<file path="src/rtl/fetch_unit_16bit.sv">
// fetch_unit_16bit: PC register plus req/ack instruction fetch with valid/ready handoff to decode.
// Optional macro FETCH_STALL_CNT_EN adds a saturating stall_cnt output.
module fetch_unit_16bit #(
   parameter int               WIDTH    = 16,
   parameter logic [WIDTH-1:0] RESET_PC = '0,
   parameter int               PC_STEP  = 1
) (
   input  logic             clk,
   input  logic             reset,
   input  logic [WIDTH-1:0] next_pc,
   output logic [WIDTH-1:0] pc,
   output logic [WIDTH-1:0] pc_plus1,
   output logic             imem_req,
   output logic [WIDTH-1:0] imem_addr,
   input  logic             imem_ack,
   input  logic [WIDTH-1:0] imem_data,
   output logic [WIDTH-1:0] instr,
   output logic             instr_valid,
`ifdef FETCH_STALL_CNT_EN
   output logic [WIDTH-1:0] stall_cnt,
`endif
   input  logic             instr_ready
);
   typedef enum logic [1:0] {IDLE, REQ, VALID} state_t;
   state_t           state_q;
   logic [WIDTH-1:0] pc_q;
   logic [WIDTH-1:0] instr_q;
   logic             req_q;
   logic             valid_q;
   always_ff @(posedge clk) begin
      if (reset) begin
         state_q <= IDLE;
         pc_q    <= RESET_PC;
         req_q   <= 1'b0;
         instr_q <= '0;
         valid_q <= 1'b0;
      end else begin
         case (state_q)
            IDLE: begin
               state_q <= REQ;
               req_q   <= 1'b1;
            end
            REQ: if (imem_ack) begin
               instr_q <= imem_data;
               valid_q <= 1'b1;
               req_q   <= 1'b0;
               state_q <= VALID;
            end
            VALID: if (instr_ready) begin
               pc_q    <= next_pc;
               valid_q <= 1'b0;
               req_q   <= 1'b1;
               state_q <= REQ;
            end
            default: begin
               state_q <= IDLE;
               req_q   <= 1'b0;
               valid_q <= 1'b0;
            end
         endcase
      end
   end
`ifdef FETCH_STALL_CNT_EN
   logic [WIDTH-1:0] stall_q;
   logic             stall_d;
   // a stall is a cycle waiting on memory or on decode
   assign stall_d = (state_q == REQ && !imem_ack) || (state_q == VALID && !instr_ready);
   always_ff @(posedge clk) begin
      if (reset) stall_q <= '0;
      else if (stall_d && stall_q != '1) stall_q <= stall_q + WIDTH'(1);
   end
   assign stall_cnt = stall_q;
`endif
   assign pc          = pc_q;
   assign pc_plus1    = pc_q + WIDTH'(PC_STEP);
   assign imem_req    = req_q;
   assign imem_addr   = pc_q;
   assign instr       = instr_q;
   assign instr_valid = valid_q;
endmodule

</file>
<file path="config.mk">
export PLATFORM = sky130hd
export DESIGN_NAME = fetch_unit_16bit
export DESIGN_NICKNAME = d
export VERILOG_FILES = /design/src/rtl/fetch_unit_16bit.sv
export SDC_FILE = /design/constraint.sdc
export NUM_CORES = 1
export LEC_CHECK = 0
export CORE_UTILIZATION = 40
export DETAILED_ROUTE_END_ITERATION = 6
export PLACE_DENSITY = 0.86
export SLEW_MARGIN = 20
export SYNTH_ARGS = -nofsm -noshare
export SYNTH_HDL_FRONTEND = slang
export SYNTH_SLANG_ARGS = --single-unit
</file>
<file path="constraint.sdc">
create_clock -name clk -period 5.3 [get_ports clk]
set_clock_uncertainty 0.2 [all_clocks]
set_input_delay 1.59 -clock clk [delete_from_list [all_inputs] [get_ports clk]]
set_output_delay 1.59 -clock clk [all_outputs]
set_load 0.02 [all_outputs]
</file>
# Word-level counts from Yosys, hierarchy flattened
# Cells that the tools add are included.
# op_classes
addsub	1
mul	0
n_div	0
order_cmp	0
eq_ne	4
shifts	0
muxes	9
bitwise	1
n_reduce_logical	5
# ops
cell	count
adder 16 x 1 -> 16 bit, second input constant	1
one-hot mux 1 bit (3 select lines)	2
one-hot mux 2 bit (3 select lines)	1
AND reduction 2 bit	3
2-to-1 mux 1 bit	4
2-to-1 mux 2 bit	2
inequality test 2 bit, second input constant	2
AND reduction 3 bit	1
equality test 2 x 1 -> 1 bit, second input constant	1
equality test 2 bit, second input constant	1
logical NOT 2 bit	1
inverter 1 bit	1
# word_totals
regBits	36
latchBits	0
ramBits	0
mem_bits_ro	0
in_bits	36
memories	0

# Logic depth before layout (Yosys ltp)
# Gate-level depths: netlist of the first run.
# depth
ltp_word	3
depth_mapped	6

# Worst setup path before layout of the first run
# OpenSTA, ideal clock, no wires.
# synth_path
path_type	register -> output
startpoint	reg pc_q[0] (netlist: imem_addr[0])
endpoint	out pc_plus1[12]
arrival_ps	1588
t_required_ps	3510
slack_ps	1922
stages_incl_launch_ff	5
path_cell_list	dfxtp_1 > ha_1 > nand3_2 > nor4_1 > xor2_1
# synth_between
elab_chain_cells	1
# synth_rtl
element	line	source
start, declared	26	logic [WIDTH-1:0] pc_q;
start signal, assigned	50	pc_q <= next_pc;
adder 16 x 1 -> 16 bit	75	assign pc_plus1 = pc_q + WIDTH'(PC_STEP);
end, declared	12	output logic [WIDTH-1:0] pc_plus1,
# No other way between the ends.

# Worst setup path in the final report of the first run
# Ends and elaborated chain as after synthesis.

==> impl_results.rst, run 1 <==
.. list-table::
   :header-rows: 1

   * - Metric
     - Value
   * - Status
     - complete, no violations
   * - Routed wire length
     - 4365 um
   * - Boundary Pins
     - 102
   * - Post-synth EDFFs
     - 0
   * - Most common library cell in the layout ignoring fill and taps
     - sky130_fd_sc_hd__clkdlybuf4s50_1
   * - Routed wire length per instance
     - 12.62 um
   * - Sequential share of the synthesized area
     - between 40% and 50%
   * - # nets final
     - 332
   * - Via count of the first global-routing pass
     - 1571
   * - Highest fanout seen on the critical path
     - 6
   * - Number of pins exceeding their max-slew limit in the final report
     - 0
   * - Clock root buffer
     - sky130_fd_sc_hd__clkbuf_8
   * - Netlist cell types
     - 21
   * - Final-layout setup total negative slack
     - 0 ns
   * - Clk_lat worst skew
     - 0.27 ns
   * - Total iterations of the first detailed-routing run
     - 4
   * - Worst hold path class
     - reg2reg
   * - Clock transition at path regs
     - ~0.07 ns
   * - Gates resized, CTS repair
     - 0
   * - Count of antenna diodes in the layout
     - 0
   * - Relative area change from synthesis to final layout
     - 59.47%
   * - Vertical extent of the die
     - ~67 um
   * - Iter 0 DRT Violations
     - between 70 and 80
   * - Port Buffers
     - 101
   * - Die span in x
     - 66.50 um
   * - Overall die area
     - 0.004422 sq mm
   * - Fraction of final layout cells sized beyond drive strength 1
     - about 5.4%
   * - Gr ovfl total
     - 0
   * - Routed vias
     - 1689
   * - Relative slew margins
     - 56.90%
   * - Gp weighted congestion
     - between 0.7 and 0.8
   * - Ys async rst share
     - 0%
   * - Post-CTS setup-driven buffer insertion count
     - 0
   * - Number of synthesized register bits
     - 35
   * - Setup repair after global routing missed its margin
     - no
   * - Initial cell density of the core
     - a little over two fifths
   * - Clock Sink Count
     - 35
   * - Source of the worst hold timing path
     - instr[0]
   * - Sort of element at the end of the critical path
     - output port
   * - Slew of the pin with the lowest slew margin
     - 0.6446 ns
   * - Number of nets in the synthesized netlist
     - between 200 and 300
   * - Number of cells produced by synthesis
     - 213
   * - Max_cap viols
     - 0
   * - Remaining antenna violation count after routing
     - 0
   * - Minimum clock period
     - 4.070 ns
   * - Core Rows
     - 23
   * - Share of the clock period used by the worst path after layout
     - 76.79%
   * - Pin count of the biggest net entering global routing
     - 23
   * - Static leakage
     - 0.9589 nW
   * - TritonCTS Buffers
     - 5
   * - Commonest non-fill, non-tap cells in the layout
     - 101 x sky130_fd_sc_hd__clkdlybuf4s50_1, 68 x sky130_fd_sc_hd__nand2_1, 36 x sky130_fd_sc_hd__a21oi_1
   * - Count of yosys warnings during synthesis
     - 0
   * - DP HPWL
     - 3334 um
   * - H-tree depth
     - 2
   * - Overall track demand over capacity in global routing
     - 20.35%
   * - Cts-stage hold buffer count
     - 0
   * - Post-synthesis cell area
     - 0.001664 sq mm
   * - Final Core Density
     - roughly 66%
   * - Post-route DRC
     - 0
   * - Global-route wire length before repair
     - 6768 um
   * - Maximum buffer depth of the clock tree
     - 2
   * - Critical Path AT
     - 2.28 ns
   * - Ratio of routed vias to standard cells
     - 4.882
   * - Required time of the critical path
     - 3.51 ns
   * - Placeable core area
     - roughly 0.004 sq mm
   * - Critical Path Source
     - imem_addr[0]
   * - Final hold violation count
     - 0
   * - Total power per unit cell area
     - 210.3 mW/mm^2
   * - TritonCTS clock tree
     - built
   * - R2R Path Start
     - state_q[0]
   * - Worst Path Class, Setup
     - reg2out
   * - Type of element launching the critical path
     - flop
   * - Top FF cell, synth
     - sky130_fd_sc_hd__dfxtp_1
   * - Mean cell area of the mapped netlist
     - 7.813 sq um
   * - F_max
     - between 200 and 250 MHz
   * - Antenna violations before repair
     - 0
   * - Peak supply drop
     - between 200 and 250 uV
   * - Endpoints failing setup
     - 0
## per-layer routing
layer	GRT usage, %	up-vias	routed length [um]	part of all wire, %
li1	-	843	-	-
met1	22.50	771	1745	40
met2	35.97	68	2219	51
met3	7.021	7	348	8.0
met4	6.915	0	52	1.2
met5	0	-	0	0
## cells by family (layout without fill, tap and decap cells)
family | count (synthesis) | in the layout | share of synthesized area, %
and+or+nand+nor | 96 | 96 | 27.44
AOI/OAI and AO/OA | 37 | 37 | 11.13
adders and majority gates | 1 | 1 | 0.7518
buffers and inverters | 30 | 113 | 11.20
xor gates and xnor gates | 14 | 14 | 7.369
DFF | 35 | 35 | 42.11
## where the power goes
part           internal [W]  switching [W]   total, W  leakage, nW
combinational     0.0000522      0.0000434  0.0000956        0.627
sequential         0.000273     0.00000874   0.000281        0.284
clock             0.0000898      0.0000915   0.000181       0.0477
total              0.000415       0.000144   0.000558        0.959
## Yosys cell counts, drive strengths merged (2+ instances only)
library cell / number / share of area, %
nor3: 2 / 0.60
nor4: 5 / 3.0
xor2: 11 / 5.8
inv: 3 / 0.68
a21oi: 36 / 11
and3b: 2 / 1.1
nor2: 8 / 1.8
clkbuf: 4 / 0.90
nand3: 6 / 2.7
nand4: 3 / 2.0
nand2: 68 / 15
xnor2: 3 / 1.6
nand3b: 2 / 0.90
dfxtp: 35 / 42
buf: 23 / 9.6
## worst paths after layout
kind	end	slack (ns)	cells after the start
hold / removal	instr[0]	0.25	2
setup / recovery	pc_plus1[12]	1.23	5
setup reg to reg	instr[4]	3.68	3
hold reg to reg	instr[0]	0.25	2
## through the flow
step | instance area (sq um) | hold WS, ns | setup WS (ns) | power [W] | std cells
after global routing | 2654 | 0.2782 | 1.028 | 0.0005879 | 346
after CTS | 2654 | 0.2561 | 1.176 | 0.0005649 | 346
after global placement | 2570 | 0.2405 | 1.616 | 0.0003813 | 338
after detailed placement | 2570 | 0.2469 | 1.490 | 0.0003832 | 338
final | 2654 | 0.2546 | 1.230 | 0.0005582 | 346
after floorplan | 1664 | 0.3298 | 1.922 | 0.0003298 | 213
## registers in the layout, indices dropped and copies added (netlist names)
signal,count
state_q,2
imem_addr,16
instr_valid,1
instr,16
## layout make-up
type,count,area (sq um)
fill,374,1346
timing repair buffer,102,1018
multi-input combinational,148,777.0
inverter,3,11.26
clock buffer,5,68.82
tap,50,62.56
clock inverter,3,15.01
sequential,35,700.7
## critical path, stage by stage, from the launching register on
cell and delay [ns]:
sky130_fd_sc_hd__dfxtp_1 0.44, sky130_fd_sc_hd__ha_1 0.26, sky130_fd_sc_hd__nand3_2 0.15, sky130_fd_sc_hd__nor4_1 0.33, sky130_fd_sc_hd__xor2_1 0.19, sky130_fd_sc_hd__clkdlybuf4s50_1 0.62
Note: power is estimated with default switching activity, not from simulation.
==> run 2, diff against run 1 <==
--- a/config.mk
+++ b/config.mk
@@ -5,9 +5,9 @@
 export SDC_FILE = /design/constraint.sdc
 export NUM_CORES = 1
 export LEC_CHECK = 0
-export CORE_UTILIZATION = 40
+export CORE_UTILIZATION = 37
 export DETAILED_ROUTE_END_ITERATION = 6
-export PLACE_DENSITY = 0.86
+export PLACE_DENSITY = 0.8
 export SLEW_MARGIN = 20
 export SYNTH_ARGS = -nofsm -noshare
 export SYNTH_HDL_FRONTEND = slang
==> constraint.sdc (replaced) <==
create_clock -name clk -period 4 [get_ports clk]
set_clock_uncertainty 0.2 [all_clocks]
set_input_delay 1.2 -clock clk [delete_from_list [all_inputs] [get_ports clk]]
set_output_delay 1.2 -clock clk [all_outputs]
set_load 0.02 [all_outputs]
==> impl_results.rst, run 2 (synthesis gave the netlist of run 1 again) <==
.. list-table::
   :header-rows: 1

   * - Metric
     - Value
   * - Commonest non-fill, non-tap cells in the layout
     - 101 x sky130_fd_sc_hd__clkdlybuf4s50_1, 68 x sky130_fd_sc_hd__nand2_1, 36 x sky130_fd_sc_hd__a21oi_1
   * - Post-CTS setup-driven buffer insertion count
     - 0 (unchanged)
   * - TritonCTS Buffers
     - 5 (unchanged)
   * - DP HPWL
     - 3209 um (-3.7%)
   * - Gates resized, CTS repair
     - 0 (unchanged)
   * - Status
     - complete, no violations
   * - Slew of the pin with the lowest slew margin
     - 0.6498 ns (+0.005184 ns)
   * - Static leakage
     - 0.9627 nW (+0.40%)
   * - Vertical extent of the die
     - 69.07 um (+3.9%)
   * - Hold worst-path end
     - instr[1]
   * - Iter 0 DRT Violations
     - 69 (-9.2%)
   * - # nets final
     - 332 (unchanged)
   * - Switching portion of total power
     - 24.20% (-1.5 points)
   * - Die span in x
     - 69.07 um (+3.9%)
   * - Standard cell with the maximum stage delay on the critical path
     - sky130_fd_sc_hd__clkdlybuf4s50_1
   * - Post-route DRC
     - 0 (unchanged)
   * - Port Buffers
     - 101 (unchanged)
   * - Total power per unit cell area
     - 290.0 mW/mm^2 (+38%)
   * - Worst-case register-to-register setup slack
     - 2.40 ns (-1.28 ns)
   * - Worst reg2reg path depth
     - 3 (unchanged)
   * - Worst path cell trace
     - ha_1, nand3_2, nor4_1, xor2_1, clkdlybuf4s50_1
   * - Number of buffers and inverters on the critical path
     - 1 (unchanged)
   * - Routed wire length per instance
     - 12.26 um (-2.8%)
   * - Count of antenna diodes in the layout
     - 0 (unchanged)
   * - Clock Sink Count
     - 35 (unchanged)
   * - Hold-critical path depth
     - 2 (unchanged)
   * - Maximum buffer depth of the clock tree
     - 2 (unchanged)
   * - Flop pwr share
     - 48.1% (-2.3 points)
   * - Remaining antenna violation count after routing
     - 0 (unchanged)
   * - Number of pins exceeding their max-slew limit in the final report
     - 0 (unchanged)
   * - Routed vias
     - 1661 (-1.7%)
   * - Worst Path Class, Setup
     - reg2out
   * - Final WS setup
     - 0.3213 ns (-0.9086 ns)
   * - Initial cell density of the core
     - 38.48% (-3.1 points)
   * - Setup repair after global routing missed its margin
     - no
   * - Total iterations of the first detailed-routing run
     - 5 (+1)
   * - Relative area change from synthesis to final layout
     - 60.60%
   * - Overall track demand over capacity in global routing
     - 19.00% (-1.3 points)
   * - Worst hold path class
     - reg2reg
   * - Global-route wire length before repair
     - 7314 um (+8.1%)
   * - Share of the clock period used by the worst path after layout
     - between 90% and 100%
   * - Highest fanout seen on the critical path
     - 6 (unchanged)
   * - TritonCTS clock tree
     - built
   * - Clock transition at path regs
     - 0.07 ns (about the same)
   * - Type of element launching the critical path
     - flop
   * - Power dissipated by switching net loads
     - 0.0001876 W (+31%)
   * - Max incr delay on CP
     - 0.61 ns (about the same)
   * - H-tree depth
     - 2 (unchanged)
   * - Gr ovfl total
     - 0 (unchanged)
   * - Kind of cell adding the most delay to the critical path
     - buffers and inverters
   * - Max_cap viols
     - 0 (unchanged)
   * - Gp weighted congestion
     - 0.7583 (-0.64%)
   * - Antenna violations before repair
     - 0 (unchanged)
   * - Clk_lat worst skew
     - 0.28 ns (about the same)
   * - Peak supply drop
     - 265.7 uV (+16%)
   * - Source of the worst hold timing path
     - instr[1]
   * - Final-layout setup total negative slack
     - 0 ns (unchanged)
   * - Core Rows
     - 24 (+4.3%)
   * - Cts-stage hold buffer count
     - 0 (unchanged)
   * - Comb pwr share
     - 16.2% (-0.9 points)
   * - Sort of element at the end of the critical path
     - output port
   * - Critical Path AT
     - 2.28 ns (about the same)
   * - Final hold violation count
     - 0 (unchanged)
   * - Pin count of the biggest net entering global routing
     - 24 (+4.3%)
   * - Boundary Pins
     - 102 (unchanged)
   * - Clock root buffer
     - sky130_fd_sc_hd__clkbuf_8
   * - Most common library cell in the layout ignoring fill and taps
     - sky130_fd_sc_hd__clkdlybuf4s50_1
   * - Internal power consumption
     - 0.0005874 W (+42%)
   * - Placeable core area
     - 0.004324 sq mm (+8.1%)
   * - Minimum clock period
     - 3.679 ns
   * - Overall die area
     - 0.004770 sq mm (+7.9%)
   * - Reg2reg end
     - instr[15]
   * - Required time of the critical path
     - 2.60 ns (-0.91 ns)
   * - Share of power burned in the clock network
     - 35.6% (+3.1 points)
   * - Final Core Density
     - 61.81% (-4.5 points)
   * - Pre-CTS setup slack
     - 0.6008 ns (-0.8890 ns)
   * - Endpoints failing setup
     - 0 (unchanged)
   * - F_max
     - 271.8 MHz
   * - Routed wire length
     - 4267 um (-2.2%)
   * - R2R Path Start
     - state_q[0]
   * - Fraction of final layout cells sized beyond drive strength 1
     - 5.068% (-0.34 points)
   * - Via count of the first global-routing pass
     - 1639 (+4.3%)
   * - Ratio of routed vias to standard cells
     - 4.773 (-2.2%)
   * - Relative slew margins
     - 56.55% (-0.35 points)
==> run 2: cell type report <==
class                      instances  area (sq um)
multi-input combinational        148         777.0
timing repair buffer             102          1018
fill                             422          1652
tap                               52         65.06
sequential                        35         700.7
clock buffer                       8         100.1
inverter                           3         11.26
==> run 2: worst min-delay path, cell delays in order, from the launching register on <==
cell                      delay [ns]
sky130_fd_sc_hd__dfxtp_1        0.31
sky130_fd_sc_hd__nand2_1        0.05
sky130_fd_sc_hd__a21oi_1        0.05
==> run 2: power groups by stage <==
stage	logic, W	registers, W	clock network [W]
floorplan	0.0000438	0.000393	0
global placement	0.000126	0.000380	0
detailed placement	0.000126	0.000381	0
CTS	0.000127	0.000373	0.000285
global route	0.000136	0.000375	0.000300
finish	0.000126	0.000373	0.000276
==> run 2: stage by stage <==
step | power [W] | instance area, sq um | hold WS [ns] | instances
2_1_floorplan | 0.0004370 | 1664 | 0.3298 | 213
3_3_place_gp | 0.0005056 | 2572 | 0.2411 | 340
3_5_place_dp | 0.0005072 | 2572 | 0.2485 | 340
4_1_cts | 0.0007846 | 2673 | 0.2573 | 348
5_1_grt | 0.0008108 | 2673 | 0.2813 | 348
6_report | 0.0007750 | 2673 | 0.2561 | 348
==> run 2: worst max path at each step <==
| stage | startpoint | to | slack (ns) | cells past startpoint |
|---|---|---|---|---|
| after detailed placement | imem_addr[2] | pc_plus1[15] | 0.60 | 4 |
| after global placement | imem_addr[0] | pc_plus1[12] | 0.69 | 5 |
| final | imem_addr[0] | pc_plus1[14] | 0.32 | 5 |
| after CTS | imem_addr[2] | pc_plus1[15] | 0.30 | 4 |
| after floorplan | imem_addr[0] | pc_plus1[12] | 1.01 | 4 |
| after global routing | imem_addr[0] | pc_plus1[14] | 0.13 | 5 |
==> run 2: metal layers <==
layer / global-route usage, % / share of wire, %
met4: 7.937 / 1.4
met3: 8.041 / 8.5
met2: 31.28 / 47
met5: 0 / 0
met1: 21.48 / 43
